**config.mk**
```make
export PLATFORM = sky130hd
export DESIGN_NAME = chunked_adder
export DESIGN_NICKNAME = d
export VERILOG_FILES = /design/src/rtl/chunked_adder.sv
export SDC_FILE = /design/constraint.sdc
export NUM_CORES = 1
export LEC_CHECK = 0
export CAP_MARGIN = 40
export CELL_PAD_IN_SITES_DETAIL_PLACEMENT = 1
export CELL_PAD_IN_SITES_GLOBAL_PLACEMENT = 1
export CORE_MARGIN = 1
export CORE_UTILIZATION = 38
export CTS_BUF_LIST = sky130_fd_sc_hd__clkbuf_8
export DETAILED_ROUTE_END_ITERATION = 8
export PLACE_DENSITY = 0.74
export SLEW_MARGIN = 20
export SYNTH_ARGS = -nofsm -noshare
export SYNTH_HDL_FRONTEND = slang
export SYNTH_SLANG_ARGS = --single-unit
```
**constraint.sdc**
```tcl
create_clock -name clk -period 2.9 [get_ports clk]
set_input_delay 0.435 -clock clk [delete_from_list [all_inputs] [get_ports clk]]
set_output_delay 0.435 -clock clk [all_outputs]
set_load 0.1 [all_outputs]
```
**src/rtl/chunked_adder.sv**
```systemverilog
// chunked_adder: multi-cycle WIDTH-bit adder/subtractor that ripples its carry
// through a register, CHUNK bits per clock, with valid/ready on both sides.
//
//   state | meaning
//   ------+---------------------------------------------------------------
//   IDLE  | waiting for operands; in_ready high
//   RUN   | one chunk per edge, k = 0 .. N-1, carry held in carry_q
//   DONE  | result presented on sum/carry/ovf; out_valid high until out_ready
module chunked_adder #(
  parameter int WIDTH = 16,
  parameter int CHUNK = 4
) (
  input  logic             clk,
  input  logic             rst_n,
  input  logic             in_valid,
  output logic             in_ready,
  input  logic [WIDTH-1:0] a,
  input  logic [WIDTH-1:0] b,
  input  logic             sub,
  input  logic             cin,
  output logic             out_valid,
  input  logic             out_ready,
  output logic [WIDTH-1:0] sum,
  output logic             carry,
  output logic             ovf
);

  localparam int N  = WIDTH / CHUNK;
  localparam int KW = (N > 1) ? $clog2(N) : 1;
  localparam logic [KW-1:0] LAST = KW'(N - 1);

  typedef enum logic [1:0] {
    IDLE = 2'd0,
    RUN  = 2'd1,
    DONE = 2'd2
  } state_t;

  state_t state, state_next;

  logic [WIDTH-1:0] a_q;
  logic [WIDTH-1:0] b_q;
  logic             carry_q;
  logic [KW-1:0]    k;
  logic [WIDTH-1:0] acc;

  logic             accept;
  logic             consume;
  logic             last_chunk;

  int               base;
  logic [CHUNK-1:0] a_c;
  logic [CHUNK-1:0] b_c;
  logic [CHUNK-1:0] s_c;
  logic             c_out;
  logic             c_into_msb;
  logic [WIDTH-1:0] acc_next;

  // Reset gates in_ready so nothing is offered while rst_n is held low.
  assign in_ready   = rst_n && (state == IDLE);
  assign out_valid  = (state == DONE);
  assign accept     = in_valid && (state == IDLE);
  assign consume    = out_ready && (state == DONE);
  assign last_chunk = (k == LAST);

  // State register.
  always_ff @(posedge clk) begin
    if (!rst_n) begin
      state <= IDLE;
    end else begin
      state <= state_next;
    end
  end

  // Next-state decode.
  always_comb begin
    state_next = state;
    case (state)
      IDLE:    if (accept) state_next = RUN;
      RUN:     if (last_chunk) state_next = DONE;
      DONE:    if (consume) state_next = IDLE;
      default: state_next = IDLE;
    endcase
  end

  // One chunk of the ripple: slice the latched operands at chunk k and add
  // with the registered carry. The carry into the MSB is recovered from the
  // sum bit, which is only meaningful on the last chunk.
  always_comb begin
    base              = int'(k) * CHUNK;
    a_c               = a_q[base +: CHUNK];
    b_c               = b_q[base +: CHUNK];
    {c_out, s_c}      = {1'b0, a_c} + {1'b0, b_c} + {{CHUNK{1'b0}}, carry_q};
    c_into_msb        = a_c[CHUNK-1] ^ b_c[CHUNK-1] ^ s_c[CHUNK-1];
    acc_next          = acc;
    acc_next[base +: CHUNK] = s_c;
  end

  // Operand latch, carry register and chunk index.
  always_ff @(posedge clk) begin
    if (!rst_n) begin
      a_q     <= '0;
      b_q     <= '0;
      carry_q <= 1'b0;
      k       <= '0;
      acc     <= '0;
    end else begin
      case (state)
        IDLE: begin
          if (accept) begin
            a_q     <= a;
            b_q     <= sub ? ~b : b;
            carry_q <= sub ? ~cin : cin;
            k       <= '0;
          end
        end
        RUN: begin
          acc     <= acc_next;
          carry_q <= c_out;
          if (!last_chunk) begin
            k <= k + 1'b1;
          end
        end
        default: ;
      endcase
    end
  end

  // Result registers; they load only on the edge that enters DONE.
  always_ff @(posedge clk) begin
    if (!rst_n) begin
      sum   <= '0;
      carry <= 1'b0;
      ovf   <= 1'b0;
    end else if (state == RUN && last_chunk) begin
      sum   <= acc_next;
      carry <= c_out;
      ovf   <= c_into_msb ^ c_out;
    end
  end

endmodule

```
==> Yosys cells after proc, flatten, opt, wreduce, memory -nomap -nowiden <==
Cells that the tools add are included.
W data, S select, Z words.
{ "word_totals": {"reg_bits": 71, "latchBits": 0, "mem_bits_rw": 0, "romBits": 0, "input_bits": 38, "out_inout_bits": 20, "word_cells": 51, "memories": 0} }
{ "classes": {"addsub": 4, "multipliers": 0, "div": 0, "n_lt_le_gt_ge": 0, "eq_ne": 7, "shifts": 4, "muxes": 12, "bitwise": 5, "reduce_logical": 10} }
{ "op_table": {"columns": ["cell", "n"], "rows": [
  ["$neg A4 Y33", 1],
  ["$shift A4 B33 Y16 const A", 1],
  ["$shiftx A4 B33 Y16", 1],
  ["$shiftx A16 B5 Y4", 2],
  ["$bwmux W16", 1],
  ["$mux W16", 1],
  ["$not A16 Y16", 1],
  ["$mux W2", 5],
  ["$ne A2 B2 Y1 const B", 3],
  ["$pmux W2 S3", 1],
  ["$reduce_and A3 Y1", 2],
  ["$add A4 B4 Y5", 1],
  ["$add A5 B1 Y5", 1],
  ["$eq A2 B2 Y1 const B", 2],
  ["$logic_and A1 B1 Y1", 4],
  ["$pmux W2 S2", 1],
  ["$reduce_and A2 Y1", 2],
  ["$xor A1 B1 Y1", 3],
  ["$add A2 B1 Y2 const B", 1],
  ["$eq A2 B1 Y1 const B", 1],
  ["$logic_not A2 Y1", 1],
  ["$mux W1", 2],
  ["$ne A2 B1 Y1 const B", 1],
  ["$pmux W1 S2", 1],
  ["other kinds (2)", 2]
]} }

==> Depth between registers and ports, before layout <==
Gate-level depths: netlist of run 1.
{ "depth": {"ltp_word": 5, "mapped_depth": 10, "ltp_nobuf": 8} }

==> Worst setup path after synthesis of run 1 <==
OpenSTA, ideal clock, no wires.
{ "synth_path": {"path_type": "reg2reg", "start": "register k[0]", "end": "register sum[5]", "setup_ps": 61, "arrival_time_ps": 2664, "t_required_ps": 2839, "slack_ps": 175, "path_stages_with_launch": 11, "path_buffers": 2, "synth_period_minus_slack_ps": 2725, "cell_sequence": "dfxtp_1 buf_4 buf_4 mux4_2 fa_1 inv_1 fa_1 nor2_1 a41oi_1 nand2_1 o211a_1"} }
{ "synth_between": {"elab_chain_cells": 5, "elab_cells_between_ends": 10, "cone_classes": "add/sub (3); eq/ne (1); shift (4); mux (1); reduce/logical (1)"} }
{ "synth_lines": {"columns": ["element", "line_no", "rtl"], "rows": [
  ["from (decl)", "43", "logic [KW-1:0] k;"],
  ["from (signal assigned)", "120", "k <= k + 1'b1;"],
  ["$shiftx A16 B5 Y4 (on tied branches)", "90, 91", null],
  ["$add A4 B4 Y5", "92", "{c_out, s_c} = {1'b0, a_c} + {1'b0, b_c} + {{CHUNK{1'b0}}, carry_q};"],
  ["$add A5 B1 Y5", "92", null],
  ["$shiftx A4 B33 Y16", "95", "acc_next[base +: CHUNK] = s_c;"],
  ["$bwmux W16", "95", null],
  ["to (signal assigned)", "135", "sum <= acc_next;"],
  ["to (decl)", "23", "output logic [WIDTH-1:0] sum,"]
]} }
Parallel ways exist; a longest one is shown, timed or not.
A chain may end at the register's enable or synchronous reset.

==> Worst setup path after layout of run 1 <==
{ "layout_path": {"start": "register k[0]", "end": "register acc[5]"} }
{ "layout_between": {"elab_chain_cells": 5, "elab_cells_between_ends": 8, "cone_classes": "add/sub (3); shift (4); mux (1)"} }
{ "layout_lines": {"columns": ["element", "line_no", "rtl"], "rows": [
  ["$shiftx A16 B5 Y4 (on tied branches)", "90, 91", null],
  ["$add A4 B4 Y5", "92", null],
  ["$add A5 B1 Y5", "92", null],
  ["$shiftx A4 B33 Y16", "95", null],
  ["$bwmux W16 (*)", "95", null],
  ["to (signal assigned)", "117", "acc <= acc_next;"],
  ["to (decl)", "44", "logic [WIDTH-1:0] acc;"]
]} }
Mark *: on every way between the ends. The rest lies on a longest branch, timed or not.

==> results by group, run 1 <==
Status
  – Status: finished clean

STA
  – Layout Skew: 0.01049 ns
  – Final hold violations: 0
  – Final setup vio count: 0
  – Max Freq: 372.3 MHz
  – Final period utilization: 92.62%
  – Setup TNS: 0 ns
  – Rel. slew slack: around 64%
  – Max-slew violations: 0
  – Min cycle time layout: 2.686 ns
  – Unrepaired setup endpoints after global routing: false
  – Measured slew at the worst slew-check pin: 0.5312 ns

Final layout
  – Nets@finish: between 400 and 500
  – Layout cell share with drive strength beyond 1: 15.19%
  – Area of the multi-input gates: about 0.0020 mm2
  – Antenna diodes: 0
  – Fill cells: 1,050
  – Commonest cells after routing, fill and taps aside: dfxtp_1 (71), nand2_1 (69), clkdlybuf4s50_1 (36)
  – Fin cells: between 500 and 600
  – Seq. cell area: 0.001421 mm2
  – Most common cell after layout, fill and taps aside: dfxtp_1
  – Fin area: 0.004383 mm2
  – Area Growth Syn to Fin: 20.96%

Synth
  – Synthesized cell area: between 0.003 and 0.004 mm2
  – Top_reg_cell synth: dfxtp_1
  – Avg Synthesized Cell Area: 9.637 um2
  – Synth Instances: 376
  – Post-synth ARST share: 0%
  – Seq/Total Area, Yosys: 39.23%
  – Net Count, Synth: 425
  – Synth cell types: 53
  – Post-synthesis register bit count: 71
  – EDFF count, synth: 0
  – Synth Warn #: 0

Clock tree
  – Post-CTS resize count: 0
  – Clk Latency, worst-skew pair: approximately 0.35 ns
  – H-tree depth: 3
  – Sink Count: about 70
  – Root Driver: clkbuf_8
  – CTS tree: yes
  – CTS Hold Bufs: 0
  – Num CTS Buffers: 9
  – Setup Buffers After CTS: 0
  – Clk buf depth: 2
  – Worst-path clk slew: 0.07 ns

Critical path
  – Critical path class: flip-flop to flip-flop
  – Critical-path maximum fanout: 4
  – Cell mode on critical path: fa_1
  – CP Capture Point: acc[5]$_SDFFE_PN0P_
  – FF-to-FF setup slack: 0.21 ns
  – Critical path data required time: about 3.2 ns
  – Critical path startpoint category: flip-flop
  – Worst reg2reg endpoint: acc[5]$_SDFFE_PN0P_
  – CP max-delay cell: mux4_2
  – Buffers & Inverters on Critical Path: 1
  – CP Capture Type: flip-flop
  – Worst r2r src: k[0]$_SDFFE_PN0P_
  – Reg2Reg Depth: 8
  – Crit-path cells: mux4_2 > fa_1 > inv_1 > fa_1 > nor2_1 > a41oi_1 > nand2_1 > o211a_1
  – Kind of cell adding the most delay to the critical path: adder cells
  – Max incr delay on CP: 0.54 ns
  – Worst EP arrival: a little under 3 ns
  – Critical Path Stages: 8
  – Worst Setup SP: k[0]$_SDFFE_PN0P_

Detailed routing
  – Via count: ~2,800
  – 1st-pass router iterations: 4
  – Final ANT Viol Nets: 0
  – Total Wirelength: 8214 um
  – DR DRC count: 0
  – DR vias/cell: a little over 5
  – DRT iter0 DRCs: 68
  – Routed len/inst: 14.75 um

Place
  – Dpl cell area: 0.004200 mm2
  – Placer Congestion: roughly 0.79
  – Cells after DPL: 542
  – Port Buffer Count: 57
  – Detail Placement HPWL: 5980 um

Power and ir drop
  – Flop pwr share: between 40% and 50%
  – Clock share of power: 33.6%
  – Leak Pwr: 0.001937 uW
  – Pwr Density: about 500 mW/mm2
  – Share of power burned in combinational logic: a little under a fifth
  – P_sw: 616.4 uW
  – Peak VDD IR: 0.2169 mV
  – Net Sw Frac: between 20% and 30%
  – Cell Int Power: 1584 uW

Floorplan
  – Chip Width: ~100 um
  – Height of the die: 99.65 um
  – Row count: 35
  – I/O pin count: 58
  – Initial core utilization: roughly two fifths
  – Die area: 0.009930 mm2
  – Core Area: between 0.009 and 0.01 mm2

Run
  – Number of max-cap violations: 0

Global routing
  – Initial antenna violation count: 0
  – Remaining Overflow, GRT: 0
  – Gr usage total: 17.89%
  – Largest net degree at the start of global routing: 51
  – Number of global-route vias before repair: 2,895
  – First-pass GRT wire length: 13,880 um

Min path
  – HP Start: a_q[2]$_SDFFE_PN0P_
  – Hold crit path type: flip-flop to flip-flop
worst min-delay path by stage:
| stage | to | slack, ns | depth (start not counted) |
|---|---|---|---|
| finish | a_q[2]$_SDFFE_PN0P_ | 0.46 | 2 |
| floorplan | a_q[8]$_SDFFE_PN0P_ | 0.43 | 2 |
| CTS | a_q[2]$_SDFFE_PN0P_ | 0.46 | 2 |
| global route | a_q[2]$_SDFFE_PN0P_ | 0.48 | 2 |
| global placement | a_q[7]$_SDFFE_PN0P_ | 0.44 | 2 |
| detailed placement | a_q[2]$_SDFFE_PN0P_ | 0.45 | 2 |
flip-flops by register name, indices dropped and copies added, names as in the netlist:
| name | flops |
|---|---|
| a_q | 16 |
| carry | 1 |
| state | 2 |
| carry_q | 1 |
| ovf | 1 |
| sum | 16 |
| b_q | 16 |
| k | 2 |
| acc | 16 |
per-stage QoR:
step                      utilization [%]  total power [uW]  setup slack (ns)  hold WS [ns]
after floorplan                         -              1364            0.1754        0.4319
after CTS                           47.43              2232            0.2045        0.4645
after detailed placement            45.46              1489            0.2178        0.4538
after global routing                47.43              2310           0.08925        0.4798
after global placement              45.46              1478            0.3097        0.4447
final                               47.43              2201            0.2142        0.4624
worst register-to-register path, stage by stage, from the launching register on:
cell     delay [ns]
dfxtp_1        0.42
mux4_2         0.54
fa_1           0.42
inv_1          0.08
fa_1           0.47
nor2_1         0.26
a41oi_1        0.19
nand2_1        0.12
o211a_1        0.14
Yosys cell counts (3+ instances only):
library cell | count | area, um2
mux4_2 | 8 | 180.2
nand3_1 | 5 | 25.02
a221oi_1 | 3 | 26.28
a21oi_1 | 10 | 50.05
dfxtp_1 | 71 | 1421
nor2_1 | 13 | 48.80
buf_4 | 8 | 60.06
nor2b_1 | 14 | 87.58
nor3b_1 | 5 | 37.54
a21boi_1 | 8 | 60.06
o211a_1 | 30 | 300.3
nand2_1 | 69 | 259.0
buf_6 | 6 | 67.56
a21boi_0 | 10 | 75.07
inv_1 | 14 | 52.55
buf_2 | 6 | 30.03
ha_1 | 9 | 112.6
a31oi_1 | 4 | 25.02
nand2b_1 | 5 | 31.28
o21ai_0 | 6 | 30.03
xnor2_1 | 18 | 157.7
a22oi_1 | 4 | 30.03
clkbuf_1 | 8 | 30.03
o221ai_1 | 3 | 26.28
layout make-up:
class                      count  area share, %
multi-input combinational    261          44.56
clock buffer                  12          3.768
sequential                    71          32.43
tap                          129          3.683
timing repair buffer          66          13.87
inverter                      15          1.285
clock inverter                 3         0.3997
per-layer routing:
| layer | up-vias | GRT usage (%) | part of all wire [%] |
|---|---|---|---|
| li1 | 1406 | - | - |
| met1 | 1378 | 21.21 | 45 |
| met3 | 6 | 4.989 | 2.9 |
| met4 | 0 | 4.186 | 0.83 |
| met2 | 42 | 32.00 | 51 |
| met5 | - | 0 | 0 |
power groups by stage:
| stage | sequential, uW | clock (uW) | combinational [uW] |
|---|---|---|---|
| floorplan | 1070 | 0 | 295 |
| global placement | 1080 | 0 | 399 |
| detailed placement | 1080 | 0 | 408 |
| CTS | 1060 | 766 | 408 |
| global route | 1070 | 802 | 442 |
| finish | 1060 | 740 | 402 |
cells by family after synthesis:
family	count (synthesis)	share of synthesized area, %
buf+inv	44	6.871
compound gates	97	22.00
flops	71	39.23
simple gates	124	17.44
mux	8	4.972
xor+xnor	21	5.283
fa+ha+maj	11	4.213
(Power assumes the default switching activity.)
==> run 2, diff against run 1 <==
Settings changed: CORE_ASPECT_RATIO from default to 0.8, CORE_MARGIN 1 to default.
==> results by group, run 2 (same netlist as run 1, synthesis figures left out) <==
Status
  – Status: finished with violations
  – Failing checks: design-rule violations

STA
  – Final setup vio count: 0 (unchanged)
  – Setup TNS: 0 ns (unchanged)
  – Final hold violations: 0 (unchanged)
  – Max Freq: 374.3 MHz (+0.52%)
  – Layout Skew: 0.009966 ns (-0.0005242 ns)
  – Min cycle time layout: 2.672 ns (-0.01385 ns)
  – Max-slew violations: 0 (unchanged)
  – Unrepaired setup endpoints after global routing: false
  – Final period utilization: 92.14% (-0.48 points)
  – Measured slew at the worst slew-check pin: 0.7138 ns (+0.1826 ns)
  – Rel. slew slack: 52.41% (-12 points)

Critical path
  – Critical path class: flip-flop to flip-flop
  – Max incr delay on CP: 0.54 ns (about the same)
  – Cell mode on critical path: fa_1
  – Kind of cell adding the most delay to the critical path: adder cells
  – CP max-delay cell: mux4_2
  – Worst EP arrival: 2.97 ns (about the same)
  – Critical path data required time: 3.19 ns (about the same)
  – Critical-path maximum fanout: 4 (unchanged)
  – Critical path startpoint category: flip-flop
  – Crit-path cells: mux4_2 > fa_1 > inv_1 > fa_1 > nor2_1 > a41oi_1 > nand2_1 > o211a_1
  – CP Capture Type: flip-flop
  – FF-to-FF setup slack: 0.23 ns (about the same)
  – Buffers & Inverters on Critical Path: 1 (unchanged)

Detailed routing
  – Final ANT Viol Nets: 0 (unchanged)
  – DRT iter0 DRCs: 100 (+47%)
  – Via count: 2,838 (+0.21%)
  – Routed len/inst: 15.75 um (+6.8%)
  – 1st-pass router iterations: 7 (+3)
  – Total Wirelength: 8567 um (+4.3%)
  – DR vias/cell: 5.217 (+2.6%)
  – DR DRC count: 8 (+8)

Floorplan
  – Height of the die: 89.34 um (-10%)
  – I/O pin count: 58 (unchanged)
  – Row count: 31 (-11%)
  – Die area: 0.009932 mm2 (about the same)
  – Initial core utilization: 39.58% (+0.37 points)
  – Core Area: 0.009154 mm2 (-0.93%)
  – Chip Width: 111.2 um (+12%)

Global routing
  – GR Util met1: 26.62% (+5.4 points)
  – Largest net degree at the start of global routing: 52 (+2.0%)
  – First-pass GRT wire length: 14,320 um (+3.2%)
  – Met2 usage: 27.78% (-4.2 points)
  – Initial antenna violation count: 0 (unchanged)
  – Gr usage total: 18.60% (+0.70 points)
  – Global route hottest layer: met2
  – Number of global-route vias before repair: 2,805 (-3.1%)
  – Met3 Track Usage GR: 5.085% (+0.095 points)
  – Remaining Overflow, GRT: 0 (unchanged)

Clock tree
  – Post-CTS resize count: 0 (unchanged)
  – Root Driver: clkbuf_8
  – Setup Buffers After CTS: 0 (unchanged)
  – CTS tree: yes
  – Num CTS Buffers: 9 (unchanged)
  – Clk Latency, worst-skew pair: 0.35 ns (about the same)
  – Sink Count: 71 (unchanged)
  – Clk buf depth: 2 (unchanged)
  – H-tree depth: 3 (unchanged)
  – CTS Hold Bufs: 0 (unchanged)
  – Worst-path clk slew: 0.07 ns (about the same)

Final layout
  – Fin cells: 544 (-2.3%)
  – Nets@finish: 473 (unchanged)
  – Fin area: 0.004379 mm2 (about the same)
  – Most common cell after layout, fill and taps aside: dfxtp_1
  – Seq. cell area: 0.001421 mm2 (unchanged)
  – Layout cell share with drive strength beyond 1: 15.15% (-0.035 points)
  – Area of the multi-input gates: 0.001953 mm2 (unchanged)
  – Antenna diodes: 0 (unchanged)
  – Fill cells: 1,063 (+1.2%)
  – Commonest cells after routing, fill and taps aside: dfxtp_1 (71), nand2_1 (69), clkdlybuf4s50_1 (36)
  – Area Growth Syn to Fin: 20.86% (about the same)

Power and ir drop
  – Leak Pwr: 0.001941 uW (+0.21%)
  – Cell Int Power: 1652 uW (+4.3%)
  – P_sw: 631.6 uW (+2.5%)
  – Power, Total: 2283 uW (+3.8%)
  – Peak VDD IR: 0.2672 mV (+23%)
  – Pwr Density: 521.4 mW/mm2 (+3.8%)
  – Share of power burned in combinational logic: 17.8% (-0.5 points)
  – Net Sw Frac: 27.66% (-0.35 points)
  – Clock share of power: 35.9% (+2.3 points)
  – Flop pwr share: 46.3% (-1.8 points)

Min path
  – Hold crit path type: flip-flop to flip-flop

Place
  – Dpl cell area: 0.004170 mm2 (-0.71%)
  – Placer Congestion: 0.7522 (-4.2%)
  – Port Buffer Count: 57 (unchanged)
  – Detail Placement HPWL: 6071 um (+1.5%)
  – Cells after DPL: 528 (-2.6%)

Run
  – Number of max-cap violations: 0 (unchanged)
[run 2: changes by cell type in the layout (fill, tap and decap cells not counted), sizes merged]
cell,before,now
clkinvlp,1,2
inv,15,16
bufinv,0,1
clkbuf,12,11
clkinv,2,1
[run 2: worst paths after layout]
| kind | from | to | cells after the start |
|---|---|---|---|
| setup / recovery | k[0]$_SDFFE_PN0P_ | acc[5]$_SDFFE_PN0P_ | 8 |
| hold / removal | a_q[6]$_SDFFE_PN0P_ | a_q[6]$_SDFFE_PN0P_ | 2 |
| setup reg to reg | k[0]$_SDFFE_PN0P_ | acc[5]$_SDFFE_PN0P_ | 8 |
| hold reg to reg | a_q[6]$_SDFFE_PN0P_ | a_q[6]$_SDFFE_PN0P_ | 2 |
[run 2: layout make-up]
class / instances / area share, %
Sequential cell: 71 / 32.46
Inverter: 15 / 1.286
Timing Repair Buffer: 66 / 13.60
Tap cell: 115 / 3.286
Clock inverter: 5 / 1.314
Clock buffer: 11 / 3.457
Multi-Input combinational cell: 261 / 44.60
[run 2: routing by layer]
layer  wire, um  up-vias
met4         65        0
met2       3435       62
met5          0        -
met1       4562     1360
li1           -     1409
met3        503        7
[run 2: power by group through the flow]
| stage | logic, uW | clock network [uW] | registers (uW) |
|---|---|---|---|
| 6_report | 406 | 820 | 1060 |
| 5_1_grt | 448 | 880 | 1060 |
| 4_1_cts | 411 | 840 | 1060 |
| 3_3_place_gp | 396 | 0 | 1080 |
| 3_5_place_dp | 408 | 0 | 1080 |
| 2_1_floorplan | 295 | 0 | 1070 |
[run 2: metrics by stage]
stage          hold slack (ns)  utilization, %  worst slack, ns
2_1_floorplan           0.4319               -           0.1754
3_3_place_gp            0.4446           45.56           0.2738
3_5_place_dp            0.4523           45.56           0.2247
4_1_cts                 0.4628           47.84           0.2000
5_1_grt                 0.4854           47.84          0.04249
6_report                0.4599           47.84           0.2280
[run 2: worst min-delay path, delay by kind of cell, from the launching register on]
family | cells | cell delay [ns]
AO/OA/AOI/OAI | 1 | 0.05
flip-flops | 1 | 0.31
AND/OR/NAND/NOR | 1 | 0.05
==> run 3, diff against run 2 <==
Settings changed: CAP_MARGIN 40 to default.
==> results of run 3 <==
No change in the layout: final DEF, timing and power equal those of run 2.
